## src/rtl/multicycle_sequencer_pkg.sv

```systemverilog
// -----------------------------------------------------------------------------
// seq_pkg -- shared definitions for the multicycle instruction sequencer.
//
// Contents:
//   SEQ_XLEN      default PC / address / instruction width
//   SEQ_RESET_PC  default PC loaded while reset is asserted
//   SEQ_NOP       canonical NOP encoding (addi x0, x0, 0)
//   SEQ_WAIT_W    width of the memory-acknowledge wait counter (TIMEOUT <= 255)
//   seq_state_e   sequencer states
//   pc_aligned()  word-alignment test for a candidate PC
// -----------------------------------------------------------------------------
package seq_pkg;

    localparam int          SEQ_XLEN     = 32;
    localparam logic [31:0] SEQ_RESET_PC = 32'h0000_0000;
    localparam logic [31:0] SEQ_NOP      = 32'h0000_0013;
    localparam int          SEQ_WAIT_W   = 8;

    // Explicit codes so an unused encoding can be steered to ERROR.
    typedef enum logic [2:0] {
        ST_FETCH = 3'd0,
        ST_EXEC  = 3'd1,
        ST_MEM   = 3'd2,
        ST_WB    = 3'd3,
        ST_ERROR = 3'd4
    } seq_state_e;

    // A PC is usable only when it is word aligned.
    function automatic logic pc_aligned(input logic [1:0] pc_lo);
        return (pc_lo == 2'b00);
    endfunction

endpackage

```

## src/rtl/multicycle_sequencer_wait_timer.sv

```systemverilog
// -----------------------------------------------------------------------------
// wait_timer -- counts cycles spent waiting for a memory acknowledge and flags
// the cycle in which the wait budget is exhausted.
//
// Ports:
//   i_clk      clock, rising edge
//   i_rst_n    asynchronous active-low reset (counter -> 0)
//   i_clr      synchronous clear, asserted on every state change of the owner
//   i_en       owner is in a state that waits for an acknowledge
//   i_ack      the acknowledge the owner is waiting for
//   o_expired  counter sits at TIMEOUT and no acknowledge this cycle
// -----------------------------------------------------------------------------
module wait_timer
    import seq_pkg::*;
#(
    parameter int TIMEOUT = 15
) (
    input  logic i_clk,
    input  logic i_rst_n,
    input  logic i_clr,
    input  logic i_en,
    input  logic i_ack,
    output logic o_expired
);

    logic [SEQ_WAIT_W-1:0] r_count;
    logic                  w_at_limit;

    assign w_at_limit = (r_count == SEQ_WAIT_W'(TIMEOUT));

    // Wait counter: cleared on state change, advanced on every unacknowledged
    // waiting cycle, parked at the limit so it can never wrap.
    always_ff @(posedge i_clk or negedge i_rst_n) begin
        if (!i_rst_n) begin
            r_count <= {SEQ_WAIT_W{1'b0}};
        end else if (i_clr) begin
            r_count <= {SEQ_WAIT_W{1'b0}};
        end else if (i_en && !i_ack && !w_at_limit) begin
            r_count <= r_count + SEQ_WAIT_W'(1);
        end else begin
            r_count <= r_count;
        end
    end

    // An acknowledge arriving in the limit cycle takes priority over expiry.
    assign o_expired = i_en && !i_ack && w_at_limit;

endmodule

```

## src/rtl/multicycle_sequencer.sv

```systemverilog
// -----------------------------------------------------------------------------
// multicycle_sequencer -- FETCH / EXEC / MEM / WB control sequencer for a
// multicycle processor, with acknowledge timeouts and a sticky ERROR state.
//
// Ports:
//   clk         clock, rising edge
//   rst         asynchronous active-low reset
//   imem_req    instruction fetch request (FETCH)
//   imem_addr   fetch address, equals pc_o
//   imem_ack    fetch data valid (honoured only in FETCH)
//   imem_rdata  fetched instruction
//   is_mem      instruction in ir_o is a load/store (sampled in EXEC)
//   dmem_req    data memory access enable (MEM)
//   dmem_ack    data access complete (honoured only in MEM)
//   next_pc_i   next PC from the datapath (taken in WB)
//   ir_o        instruction register
//   pc_o        current PC
//   reg_commit  register-file write gate (WB)
//   retire      one pulse per completed instruction
//   instret     retired-instruction counter, wraps silently
//   err         sticky fault flag (ERROR), cleared only by reset
// -----------------------------------------------------------------------------
module multicycle_sequencer
    import seq_pkg::*;
#(
    parameter int              XLEN     = SEQ_XLEN,
    parameter logic [XLEN-1:0] RESET_PC = XLEN'(SEQ_RESET_PC),
    parameter int              TIMEOUT  = 15,
    parameter int              RET_W    = 32
) (
    input  logic             clk,
    input  logic             rst,
    output logic             imem_req,
    output logic [XLEN-1:0]  imem_addr,
    input  logic             imem_ack,
    input  logic [XLEN-1:0]  imem_rdata,
    input  logic             is_mem,
    output logic             dmem_req,
    input  logic             dmem_ack,
    input  logic [XLEN-1:0]  next_pc_i,
    output logic [XLEN-1:0]  ir_o,
    output logic [XLEN-1:0]  pc_o,
    output logic             reg_commit,
    output logic             retire,
    output logic [RET_W-1:0] instret,
    output logic             err
);

    seq_state_e        r_state;
    seq_state_e        w_next_state;
    logic [XLEN-1:0]   r_pc;
    logic [XLEN-1:0]   r_ir;
    logic [RET_W-1:0]  r_instret;

    logic w_in_fetch;
    logic w_in_mem;
    logic w_in_wb;
    logic w_wait_en;
    logic w_wait_ack;
    logic w_wait_clr;
    logic w_expired;
    logic w_pc_ok;
    logic w_fetch_done;
    logic w_retire;

    assign w_in_fetch   = (r_state == ST_FETCH);
    assign w_in_mem     = (r_state == ST_MEM);
    assign w_in_wb      = (r_state == ST_WB);
    assign w_pc_ok      = pc_aligned(next_pc_i[1:0]);
    assign w_fetch_done = w_in_fetch && imem_ack;
    assign w_retire     = w_in_wb && w_pc_ok;

    // Only the acknowledge matching the current state counts; strays are ignored.
    assign w_wait_en  = w_in_fetch || w_in_mem;
    assign w_wait_ack = (w_in_fetch && imem_ack) || (w_in_mem && dmem_ack);
    // Any state change clears the timer, so it starts at zero on entry to FETCH/MEM.
    assign w_wait_clr = (w_next_state != r_state);

    wait_timer #(
        .TIMEOUT (TIMEOUT)
    ) u_wait_timer (
        .i_clk     (clk),
        .i_rst_n   (rst),
        .i_clr     (w_wait_clr),
        .i_en      (w_wait_en),
        .i_ack     (w_wait_ack),
        .o_expired (w_expired)
    );

    // Next-state selection.
    always_comb begin
        w_next_state = r_state;
        case (r_state)
            ST_FETCH: begin
                if (imem_ack) begin
                    w_next_state = ST_EXEC;
                end else if (w_expired) begin
                    w_next_state = ST_ERROR;
                end else begin
                    w_next_state = ST_FETCH;
                end
            end
            ST_EXEC: begin
                if (is_mem) begin
                    w_next_state = ST_MEM;
                end else begin
                    w_next_state = ST_WB;
                end
            end
            ST_MEM: begin
                if (dmem_ack) begin
                    w_next_state = ST_WB;
                end else if (w_expired) begin
                    w_next_state = ST_ERROR;
                end else begin
                    w_next_state = ST_MEM;
                end
            end
            ST_WB: begin
                if (w_pc_ok) begin
                    w_next_state = ST_FETCH;
                end else begin
                    w_next_state = ST_ERROR;
                end
            end
            ST_ERROR: begin
                w_next_state = ST_ERROR;
            end
            default: begin
                w_next_state = ST_ERROR;
            end
        endcase
    end

    // State register.
    always_ff @(posedge clk or negedge rst) begin
        if (!rst) begin
            r_state <= ST_FETCH;
        end else begin
            r_state <= w_next_state;
        end
    end

    // Instruction register: captured when the fetch completes.
    always_ff @(posedge clk or negedge rst) begin
        if (!rst) begin
            r_ir <= {XLEN{1'b0}};
        end else if (w_fetch_done) begin
            r_ir <= imem_rdata;
        end else begin
            r_ir <= r_ir;
        end
    end

    // PC and retire counter advance only on a clean write-back; a misaligned
    // next PC leaves both untouched.
    always_ff @(posedge clk or negedge rst) begin
        if (!rst) begin
            r_pc      <= RESET_PC;
            r_instret <= {RET_W{1'b0}};
        end else if (w_retire) begin
            r_pc      <= next_pc_i;
            r_instret <= r_instret + RET_W'(1);
        end else begin
            r_pc      <= r_pc;
            r_instret <= r_instret;
        end
    end

    // Fetch request is also gated by rst so it drops the instant reset asserts,
    // even though the state register then reads FETCH.
    assign imem_req   = w_in_fetch && rst;
    assign imem_addr  = r_pc;
    assign dmem_req   = w_in_mem;
    // reg_commit stays up in WB even for a bad next PC; retire needs a good one.
    assign reg_commit = w_in_wb;
    assign retire     = w_retire;
    assign err        = (r_state == ST_ERROR);
    assign ir_o       = r_ir;
    assign pc_o       = r_pc;
    assign instret    = r_instret;

endmodule

```

## config.mk

```make
export PLATFORM = sky130hd
export DESIGN_NAME = multicycle_sequencer
export DESIGN_NICKNAME = d
export VERILOG_FILES = /design/src/rtl/multicycle_sequencer_pkg.sv /design/src/rtl/multicycle_sequencer_wait_timer.sv /design/src/rtl/multicycle_sequencer.sv
export SDC_FILE = /design/constraint.sdc
export NUM_CORES = 1
export LEC_CHECK = 0
export CAP_MARGIN = 20
export CORE_UTILIZATION = 35
export CTS_CLUSTER_DIAMETER = 80
export DETAILED_ROUTE_END_ITERATION = 7
export DONT_BUFFER_PORTS = 1
export SKIP_LAST_GASP = 1
export SYNTH_ARGS = -nofsm -noshare
export SYNTH_HDL_FRONTEND = slang
export SYNTH_SLANG_ARGS = --single-unit
```

## constraint.sdc

```tcl
create_clock -name clk -period 2.1 [get_ports clk]
set_clock_uncertainty 0.1 [all_clocks]
set_input_delay 0.105 -clock clk [delete_from_list [all_inputs] [get_ports clk]]
set_output_delay 0.105 -clock clk [all_outputs]
set_load 0.05 [all_outputs]
```

# After elaboration in Yosys (flattened, before gate mapping)
# Cells that the tools add are included.
[op_classes]
add_sub_neg = 2
n_eq_ne = 6
mux = 9
n_reduce_logical = 14
[op_table]
columns = ["operator", "count"]
rows = [
  ["32-bit by 1-bit adder with 32-bit output, second input constant", 1],
  ["8-bit two-way mux", 2],
  ["3-bit two-way mux", 5],
  ["3-bit one-hot mux with 4 select lines", 1],
  ["8-bit by 1-bit adder with 8-bit output, second input constant", 1],
  ["8-bit by 4-bit equality test with 1-bit output, second input constant", 1],
  ["1-bit logical AND", 7],
  ["3-bit by 2-bit equality test with 1-bit output, second input constant", 2],
  ["3-bit by 1-bit equality test with 1-bit output, second input constant", 1],
  ["3-bit equality test, second input constant", 1],
  ["3-bit zero test", 1],
  ["3-bit != test", 1],
  ["1-bit zero test", 2],
  ["2-bit zero test", 1],
  ["1-bit logical OR", 2],
  ["2-bit nonzero test", 1],
  ["1-bit two-way mux", 1],
]
[word_totals]
ff_bits = 107
in_bits = 69
output_inout_bits = 133
elab_cells = 36

# Longest topological paths before layout
[depth]
ltp_word = 11
depth_mapped = 8
depth_no_buf = 5

# By module
# A second synthesis with hierarchy kept.
[unflattened]
cells_unflattened = 372
hier_area_um2 = 4853.4
[modules_own_cells]
columns = ["mod", "n_inst", "cells_each", "area_each_um2"]
rows = [
  ["multicycle_sequencer", 1, 326, 4377.9],
  ["wait_timer", 1, 46, 475.5],
]

# Worst setup path after synthesis
# No wires, ideal clock.
[synth_path]
path_type = "register -> register"
startpoint = "reg r_instret[5], in the netlist instret[5]"
endpoint = "reg r_instret[26], in the netlist instret[26]"
setup_time_ns = 0.082
t_arrival_ns = 1.779
required_time_ns = 1.918
slack_ns = 0.139
path_stages_with_launch = 6
path_buffers = 1
period_less_slack_ns = 1.961
path_cell_list = "dfrtp_1 and4_4 nand4_2 buf_12 nor4_2 xor2_1"
[synth_between]
elab_chain_len = 1
[synth_rtl]
columns = ["item", "line_no", "rtl"]
rows = [
  ["from (decl)", "multicycle_sequencer.sv:53", "logic [RET_W-1:0] r_instret;"],
  ["from (signal assigned)", "multicycle_sequencer.sv:160", "r_instret <= {RET_W{1'b0}};"],
  ["from (signal assigned)", "multicycle_sequencer.sv:163", "r_instret <= r_instret + RET_W'(1);"],
  ["from (signal assigned)", "multicycle_sequencer.sv:166", "r_instret <= r_instret;"],
  ["32-bit by 1-bit adder with 32-bit output", "multicycle_sequencer.sv:163", ""],
]
# Every way passes these cells.
# A chain may end at the register's enable or synchronous reset.

# Worst setup path in the final report
[layout_path]
startpoint = "reg r_state[1]"
endpoint = "out retire"
[layout_between]
elab_chain_len = 2
[layout_rtl]
columns = ["item", "line_no", "rtl"]
rows = [
  ["from (decl)", "multicycle_sequencer.sv:49", "seq_state_e r_state;"],
  ["from (signal assigned)", "multicycle_sequencer.sv:140", "r_state <= w_next_state;"],
  ["3-bit by 2-bit equality test with 1-bit output", "multicycle_sequencer.sv:68", "assign w_in_wb = (r_state == ST_WB);"],
  ["1-bit logical AND", "multicycle_sequencer.sv:71", "assign w_retire = w_in_wb && w_pc_ok;"],
  ["to (decl)", "multicycle_sequencer.sv:44", "output logic retire,"],
]
# Every way passes these cells.

==> results.md <==
- The detailed-route DRC error count is 0.
- The die covers 14500 um^2.
- Of all nets on the critical path, the largest fanout is 31.
- Once detailed placement completed, the half-perimeter wirelength came to 7320 um.
- The number of rows in the core area is 42.
- The routed layout has roughly 3600 vias.
- The final count of hold timing violations is between 100 and 150.
- For this design the total switching power over the nets is about 3.1 mW.
- The worst slack after detailed placement is about 0.17 ns.
- The y dimension of the die is 121 um.
- The number of global-route vias before repair was around 3800.
- The overall routing resource usage is 16.9%.
- After technology mapping, the gate count stands at 445.
- The sort of element at the end of the critical path is an output pin.
- Of the total synthesized cell area, the portion taken by XOR and XNOR cells is approximately 5.9%.
- The tree built by TritonCTS fans out to around 110 sinks.
- Pin placement for this block handled roughly 200 I/O pins.
- For the finished layout, the period the worst path requires is 1.94 ns.
- The adder and majority cell fraction of the synthesized area is less than 1%.
- The checks that failed: hold timing.
- The first routing iteration left ~230 violations.
- The tree is rooted in a clkbuf_16.
- The power per cell area is 1110 nW/um^2.
- Post-CTS timing repair inserted 0 buffers for setup.
- The measured slew at the worst slew-check pin is roughly 0.54 ns.
- Port buffering added 0 buffers.
- The filler cell count in the final layout is roughly 1200.
- Summed over its instances, the top area cell type makes up between 50% and 60% of the synthesized netlist area.
- The area growth from synthesis to layout is 28.9%.
- The leading register cell type out of synthesis is dfrtp_1.
- The complex-gate fraction of the synthesized area is under 10%.
- The synthesized design spends more area on one cell type than any other, namely dfrtp_1.
- Clock-pin slew was measured on the worst setup and hold paths at approximately 0.080 ns.
- After synthesis, the largest family of logic cells by area is simple AND/OR/NAND/NOR gates.
- The die is 121 um wide.
- The worst supply voltage drop on vdd is 0.000892 V.
- The overall overflow remaining after global route is 0.
- The run finished, with violations left.
- The internal cell power is between 3 and 4 mW.
- In this run the deepest clock path goes through 2 buffers.
- After synthesis the netlist holds a flip-flop and latch count of approximately 110.
- The sequential area share after synthesis is a little over half.
- The count of pins over their slew limit is 0.
- The number of antenna diodes in the final layout is 0.
- TritonCTS built the clock tree.
- The logic gate share of total power is about 21%.
- By count the netlist is led by nand2_1, dfrtp_1, buf_4.
- The worst setup path is launched from a register.
- Entering global routing, the biggest net connects between 100 and 150 pins.
- The number of distinct library cell variants in the gate-level netlist after synthesis is between 40 and 50.
- Derived from the worst setup path, the maximum achievable clock frequency is 0.516 GHz.
- The post-detailed-route count of antenna-violating nets is 0.
- The detail-routed via count per cell is between 4 and 5.
- The placeable core area is 13500 um^2.
- The clock network latency to the later pin of the worst-skew pair is 0.35 ns.
- Clock tree synthesis inserted a total of 9 buffers.
- The iteration count of the initial detailed-routing pass is 4.
- For the final routed database, the setup TNS stands at 0 ns.
- The tool flagged a number of max-cap violations equal to 0.
- In the finished design, the share of the clock period the worst path needs comes to between 90% and 100%.
- The worst setup slack after layout is around 0.16 ns.
- The placer congestion estimate is between 0.7 and 0.8.
- The synthesized netlist devotes a little over 20% of its cell area to simple gates.
- STA puts the critical path data required time at around 1.9 ns.
- Summing every instance area after synthesis gives 4920 um^2.
- The area used by multi-input combinational logic is about 1800 um^2.
- The net switching share of the total power is around 44%.
- Ranked by total cell area, the synthesized netlist is headed by dfrtp_1, nand2_1, mux2_2.
- The tightest hold margin is -0.664 ns.
- The number of hold buffers added after CTS was 69.
- The synthesized netlist net count is around 520.
- The setup violation total in the final timing report is 0.
- The initial antenna violation count is 0.
- The async set-reset flop share out of synthesis is between 90% and 100%.
- The number of nets in the layout is around 620.
- The H-tree depth reported by CTS is 3.
- Registers are responsible for a little over half of the overall power.
- The power share of the clock group is approximately a quarter.
- The worst endpoint data arrival time is 1.73 ns.
- The number of warnings reported in the yosys synthesis log is 0.
- The setup path with the least slack is of type reg -> out.
- The layout cell share with drive strength beyond 1 is between 20 and 30%.
- The routed wire length is between 10000 and 15000 um.
- The average size of a mapped cell is ~11 um^2.
- Setup repair after global routing left no endpoint under its margin.
- The number of enable-type register cells in the synthesized netlist is 0.
- The routed wire length per instance is 15.9 um.
- Once the floorplan was initialized, standard cells occupied around 37% of the core.
- The first global-routing pass estimated 19100 um of wire.
- The worst max-slew margin expressed relative to the limit is 63.9%.
- In this run the worst hold path is classified as in -> async.
- The footprint of the flip-flops and latches is around 2700 um^2.
- Yosys instantiated no cell more often than nand2_1.
- After synthesis, the share of cell area in mux cells is roughly 7.8%.
- The analysis attributes to cell leakage a power of between 3 and 4 nW.
-- sequential cells by signal, summed over array words and instances, names as in the netlist --
name	flops
imem_addr	32
instret	32
ir_o	32
u_wait_timer.r_count	8
r_state	3
-- cell usage in the layout (no fill, tap or decap), drive strengths merged, types with 2 or more instances in the layout --
cell	n
or4	2
buf	72
and4	4
nand3	8
o21ai	6
nand4	13
nor2	9
clkinv	3
mux2	32
nor4	13
nor3b	2
nand2	108
dlygate4sd3	69
nor2b	2
inv	13
nand2b	2
clkbuf	9
dfrtp	107
nor3	10
ha	2
and2	8
a21oi	9
o31ai	2
xnor2	12
xor2	21
or3	4
and3	2
-- final cells by class --
cell class / instances / area share (%)
clock buffer: 9 / 3.55
clock inverter: 7 / 1.46
inverter: 10 / 0.592
multi-input combinational: 278 / 28.9
sequential: 107 / 42.2
tap: 176 / 3.47
timing repair buffer: 141 / 19.8
-- metrics by stage --
stage | std cells | power [mW] | hold slack (ns) | utilization (%) | instance area (um^2)
finish | 728 | 7.05 | -0.664 | 47.2 | 6340
global route | 728 | 7.32 | -0.692 | 47.2 | 6340
CTS | 728 | 7.10 | -0.684 | 47.1 | 6340
detailed placement | 643 | 5.20 | -0.288 | 39.6 | 5330
global placement | 643 | 5.17 | -0.288 | 39.6 | 5330
floorplan | 445 | 4.98 | -0.291 | - | 4920
-- critical path, stage by stage (launching register included) --
cell	delay, ns
dfrtp_1	0.55
and3b_2	0.35
nand2_1	0.09
inv_1	0.14
buf_12	0.23
-- final timing paths --
| check | slack [ns] | cells after the start | from | end |
|---|---|---|---|---|
| worst max-delay path | 0.16 | 4 | r_state[1] | retire |
| worst min-delay path | -0.66 | 0 | rst | instret[17] |
| worst max register to register | 0.18 | 4 | r_state[1] | u_wait_timer.r_count[5] |
| worst min register to register | 0.42 | 1 | instret[25] | instret[25] |
| max in group asynchronous | 2.31 | 0 | rst | imem_addr[24] |
| min in group clk | 0.04 | 4 | dmem_ack | u_wait_timer.r_count[6] |
-- routing by layer --
layer / track usage (%) / vias up / part of all wire [%]
met4: 6.71 / 0 / 2.1
li1: - / 1660 / -
met2: 27.7 / 156 / 49
met3: 6.37 / 23 / 8.4
met5: 0 / - / 0
met1: 19.9 / 1719 / 41
-- power groups by stage --
stage | combinational [mW] | sequential, mW | clock [mW]
3_3_place_gp | 1.33 | 3.84 | 0
4_1_cts | 1.45 | 3.81 | 1.84
2_1_floorplan | 0.941 | 4.04 | 0
3_5_place_dp | 1.35 | 3.84 | 0
6_report | 1.46 | 3.81 | 1.78
5_1_grt | 1.54 | 3.87 | 1.91
-- cell families after synthesis --
family          Yosys count
flops                   107
xor+xnor                 33
compound gates           19
fa+ha+maj                 2
simple gates            191
mux                      33
buf+inv                  60
-- repair_timing --
item,CTS,global route
endpoints found under the setup margin,0,1
gates resized for setup,0,1
endpoints found under the hold margin,174,107
Note: power is estimated with default switching activity, not from simulation.
